## src/rtl/param_sync_fifo.sv

```systemverilog
// param_sync_fifo: single-clock FIFO with any depth >= 2, exact occupancy count,
// programmable almost-full/almost-empty, optional first-word-fall-through and sticky errors.
module param_sync_fifo #(
    parameter int DATA_WIDTH = 8,
    parameter int MEM_DEPTH  = 333,
    parameter int AF_THRESH  = 330,
    parameter int AE_THRESH  = 3,
    parameter int FWFT       = 0,
    localparam int PTR_WIDTH = $clog2(MEM_DEPTH),
    localparam int CNT_WIDTH = $clog2(MEM_DEPTH + 1)
) (
    input  logic                  CLK,
    input  logic                  RST_n,
    input  logic                  W_EN,
    input  logic [DATA_WIDTH-1:0] I_DATA,
    input  logic                  R_EN,
    input  logic                  CLR_ERR,
    output logic [DATA_WIDTH-1:0] O_DATA,
    output logic                  O_VALID,
    output logic                  FULL,
    output logic                  EMPTY,
    output logic                  ALMOST_FULL,
    output logic                  ALMOST_EMPTY,
    output logic [CNT_WIDTH-1:0]  COUNT,
    output logic                  OVERFLOW,
    output logic                  UNDERFLOW
);

    localparam logic [PTR_WIDTH-1:0] LAST_ADDR = PTR_WIDTH'(MEM_DEPTH - 1);
    localparam logic [PTR_WIDTH-1:0] PTR_ONE   = PTR_WIDTH'(1);
    localparam logic [CNT_WIDTH-1:0] CNT_ONE   = CNT_WIDTH'(1);
    localparam logic [CNT_WIDTH-1:0] CNT_FULL  = CNT_WIDTH'(MEM_DEPTH);
    localparam logic [CNT_WIDTH-1:0] CNT_AF    = CNT_WIDTH'(AF_THRESH);
    localparam logic [CNT_WIDTH-1:0] CNT_AE    = CNT_WIDTH'(AE_THRESH);

    logic [DATA_WIDTH-1:0] mem [MEM_DEPTH];

    logic [PTR_WIDTH-1:0] w_addr_q, w_addr_d;
    logic [PTR_WIDTH-1:0] r_addr_q, r_addr_d;
    logic [CNT_WIDTH-1:0] count_q, count_d;
    logic                 overflow_q, overflow_d;
    logic                 underflow_q, underflow_d;
    logic                 full, empty, wr_ok, rd_ok;

    // Flags come only from the registered count, never from this cycle's requests.
    assign full  = (count_q == CNT_FULL);
    assign empty = (count_q == '0);
    assign wr_ok = W_EN && !full;
    assign rd_ok = R_EN && !empty;

    assign FULL         = full;
    assign EMPTY        = empty;
    assign ALMOST_FULL  = (count_q >= CNT_AF);
    assign ALMOST_EMPTY = (count_q <= CNT_AE);
    assign COUNT        = count_q;
    assign OVERFLOW     = overflow_q;
    assign UNDERFLOW    = underflow_q;

    always_comb begin
        w_addr_d    = w_addr_q;
        r_addr_d    = r_addr_q;
        count_d     = count_q;
        overflow_d  = overflow_q;
        underflow_d = underflow_q;

        // Depth need not be a power of two, so wrap explicitly at the last word.
        if (wr_ok) w_addr_d = (w_addr_q == LAST_ADDR) ? '0 : w_addr_q + PTR_ONE;
        if (rd_ok) r_addr_d = (r_addr_q == LAST_ADDR) ? '0 : r_addr_q + PTR_ONE;

        unique case ({wr_ok, rd_ok})
            2'b10:   count_d = count_q + CNT_ONE;
            2'b01:   count_d = count_q - CNT_ONE;
            default: count_d = count_q;
        endcase

        // A new error in the same cycle as a clear must stay visible.
        if (CLR_ERR)        overflow_d  = 1'b0;
        if (W_EN && full)   overflow_d  = 1'b1;
        if (CLR_ERR)        underflow_d = 1'b0;
        if (R_EN && empty)  underflow_d = 1'b1;
    end

    always_ff @(posedge CLK or negedge RST_n) begin
        if (!RST_n) begin
            w_addr_q    <= '0;
            r_addr_q    <= '0;
            count_q     <= '0;
            overflow_q  <= 1'b0;
            underflow_q <= 1'b0;
        end else begin
            w_addr_q    <= w_addr_d;
            r_addr_q    <= r_addr_d;
            count_q     <= count_d;
            overflow_q  <= overflow_d;
            underflow_q <= underflow_d;
        end
    end

    always_ff @(posedge CLK) begin
        if (wr_ok) mem[w_addr_q] <= I_DATA;
    end

    generate
        if (FWFT == 0) begin : g_std
            logic [DATA_WIDTH-1:0] o_data_q, o_data_d;
            logic                  o_valid_q, o_valid_d;

            always_comb begin
                o_data_d  = o_data_q;
                o_valid_d = rd_ok;
                if (rd_ok) o_data_d = mem[r_addr_q];
            end

            always_ff @(posedge CLK or negedge RST_n) begin
                if (!RST_n) begin
                    o_data_q  <= '0;
                    o_valid_q <= 1'b0;
                end else begin
                    o_data_q  <= o_data_d;
                    o_valid_q <= o_valid_d;
                end
            end

            assign O_DATA  = o_data_q;
            assign O_VALID = o_valid_q;
        end else begin : g_fwft
            // Head word is shown directly; forced to zero while empty so reset reads 0.
            assign O_DATA  = empty ? '0 : mem[r_addr_q];
            assign O_VALID = !empty;
        end
    endgenerate

endmodule

```

## config.mk

```make
export PLATFORM = sky130hd
export DESIGN_NAME = param_sync_fifo
export DESIGN_NICKNAME = d
export VERILOG_FILES = /design/src/rtl/param_sync_fifo.sv
export SDC_FILE = /design/constraint.sdc
export NUM_CORES = 2
export LEC_CHECK = 0
export CAP_MARGIN = 20
export CORE_AREA = 2 2 537 539
export CTS_BUF_LIST = sky130_fd_sc_hd__clkbuf_16
export DETAILED_ROUTE_END_ITERATION = 16
export DIE_AREA = 0 0 539 541
export GPL_ROUTABILITY_DRIVEN = 0
export SYNTH_ARGS = -nofsm -noshare
export SYNTH_HDL_FRONTEND = slang
export SYNTH_SLANG_ARGS = --single-unit
```

## constraint.sdc

```tcl
create_clock -name CLK -period 5.25 [get_ports CLK]
set_clock_uncertainty 0.1 [all_clocks]
set_input_delay 1.575 -clock CLK [delete_from_list [all_inputs] [get_ports CLK]]
set_output_delay 1.575 -clock CLK [all_outputs]
set_load 0.03 [all_outputs]
```

==> run metrics <==
status completed; Clock Sinks between 2k and 3k; crit path time final 4.658 ns; P&R area growth vs syn 14.19%; FF+latch count, synth 2702; vias in the first global route 53.73k; dpl hpwl 179.6 mm; CP max-delay cell dfrtp_4; initial antenna violation count 9; WP data arrival 5.38 ns; most frequent cells in the layout edfxtp_1 (2664), mux4_2 (610), nor2_1 (383); ys flop type edfxtp_1; count of pins over their slew limit 0; Die X between 500 and 600 µm; Final Util a little over two fifths; count of different cell masters after synthesis 79; FP Rows ~200; clock tree buffer depth 4; Fin Setup TNS 0 ns; critical path launch point type register; Cell Area, Synth 105500 µm²; critical path peak fanout 67; Synth top area share 75.84%; CTS buffer count 294; GRT overflow 0; final WL 293.4 mm; layout cell share with drive strength beyond 1 23.93%; RSZ-0062 raised after global routing false; YS warnings 0; maximum vdd drop 0.4173 mV; Fin Hold WS about 0.43 ns; WL/cell 31.48 µm; worst-margin pin slew 1.266 ns; commonest non-fill, non-tap cell in the layout edfxtp_1; Seq/Total Area, Yosys roughly 77%; R2R depth 10; top cells by area, synth edfxtp_1 (76%), mux4_2 (13%), mux2i_1 (1.9%); Final Cycle Share between 80 and 90%; root buf cell clkbuf_16; Largest stage delay, worst path 1.14 ns; via count 53.45k; CP dominant cell by count buf_4; Hold Crit Class in -> async; Final Hold Fails 0; largest net degree at the start of global routing 137; # IOs 37; die height between 500 and 600 µm; hold-fix buffers at CTS 0; Post-CTS Setup Inserts 0; 1st-pass router iterations 5; post-route antenna net violation count 0; type of destination of the critical path register; syn avg cell area 20.94 µm²; Worst-Skew Late Latency 0.93 ns; core area 286400 µm²; Starting Density 36.83%; LEAKAGE 37.55 nW; required time of the worst setup path ~6.0 ns; Max Cap Viol 0; critical-path cell list buf_12, buf_4, mux2i_1, o221ai_1, a211oi_1, a21oi_1, a2111oi_0, buf_4, nor3_1, a21o_1; DIE AREA 291600 µm²; GRT Total Usage between 10% and 20%; Rel. slew slack 15.59%; Reg clk slew, reported paths 0.06 ns; port bufs 36; Cells after Synth 5037; critical path class reg -> reg; first-pass GRT wire length 414.2 mm; Final nets 5365; Residual DRC 0; Fmax 0.2147 GHz; cts repair resizes 0; number of flops mapped to enable cells by yosys 2664; # H-tree levels 5; CTS tree done; final setup violation count 0; dominant cell type by area after synthesis edfxtp_1; post-synthesis net count slightly above 5k; ys async rst share 1.406%; Power Density 493.8 nW/µm²; 1st-iter DRT viols 7020; DR vias/cell 5.734
metrics by stage:
step | total power, mW | cell area [µm²] | instances | worst slack, ns
after floorplan | 33.46 | 105500 | 5037 | 0.6159
after global placement | 40.52 | 111600 | 8819 | 0.4420
after detailed placement | 40.57 | 111600 | 8821 | 0.5257
after CTS | 59.63 | 120400 | 9318 | 0.6595
after global routing | 60.97 | 120400 | 9320 | 0.4567
final | 59.47 | 120400 | 9322 | 0.5919
kinds of logic after synthesis:
kind of cell | Yosys count | synth area share [%]
multiplexers | 824 | 15.22
adder cells (fa/ha/maj) | 15 | 0.1850
flip-flops | 2702 | 76.74
AND/OR/NAND/NOR | 667 | 2.706
AO/OA/AOI/OAI | 483 | 3.147
XOR/XNOR | 15 | 0.1245
buffers and inverters | 331 | 1.879
state kept, by name, summed over array words and instances (netlist names):
signal / flops
w_addr_q: 9
r_addr_q: 9
mem: 2664
OVERFLOW: 1
O_VALID: 1
COUNT: 9
O_DATA: 8
UNDERFLOW: 1
where the power goes:
| group | total (mW) | leakage, nW | switching (mW) | internal [mW] |
|---|---|---|---|---|
| registers | 24.6 | 24.4 | 0.679 | 23.9 |
| clock network | 19.2 | 4.56 | 8.12 | 11.1 |
| logic | 15.6 | 8.58 | 9.86 | 5.79 |
| total | 59.5 | 37.5 | 18.7 | 40.8 |
path summary, 6_finish.rpt:
kind	from	end	slack, ns
max	r_addr_q[1]	O_DATA[2]	0.59
min	RST_n	OVERFLOW	0.43
max reg2reg	r_addr_q[1]	O_DATA[2]	0.59
min reg2reg	UNDERFLOW	UNDERFLOW	0.43
max in group asynchronous	RST_n	r_addr_q[3]	4.07
min in group CLK	UNDERFLOW	UNDERFLOW	0.43
synthesized netlist by cell type (5+ instances only):
master     count
nand4_1       10
a221oi_1      28
nor2_1       386
nor2b_1       15
buf_1         16
a311oi_1       5
a211oi_1      17
a31oi_1       21
a22o_1        17
clkbuf_4       6
buf_12         5
o31ai_1        7
nand3_1       43
and2_1        10
mux2i_1      195
ha_1          14
o211ai_1      16
nand2b_1      13
o22ai_1       20
nor4_1        11
buf_8          6
dfrtp_1       38
xnor2_1       10
nand2_1      128
o221ai_1      23
mux2_2         9
o2111ai_1      5
and3_1         6
clkbuf_1     123
edfxtp_1    2664
buf_4         32
a22oi_1      124
buf_6         46
xor2_1         5
mux4_1        10
inv_1         14
nor3_1        18
o21ai_0       59
a21oi_1      100
buf_2         78
mux4_2       610
a32oi_1        5
cell type report:
type	instances	area, µm²
Inverter	18	75.07
Clock buffer	301	7532
Antenna cell	3	7.507
Multi-Input combinational cell	2004	22670
Fill cell	24630	166000
Timing Repair Buffer	317	3188
Clock inverter	196	1276
Tap cell	3781	4731
Sequential cell	2702	80970
layer usage:
layer  share of wire, %  wire length, µm  vias to the layer above  GRT usage [%]
met5              0.014               41                        -              0
met3                8.9            26080                      477          4.180
met1                 40           118800                    28730          27.37
met2                 47           138700                     2692          31.36
li1                   -                -                    21550              -
met4                3.4             9889                        6          6.807
critical path: cells and delay by family (launching register included):
kind / cells / cell delay (ns)
and+or+nand+nor: 1 / 0.05
AOI/OAI and AO/OA: 5 / 1.76
buffers and inverters: 3 / 1.08
DFF: 1 / 1.14
muxes: 1 / 0.22
Note: power is estimated with default switching activity, not from simulation.
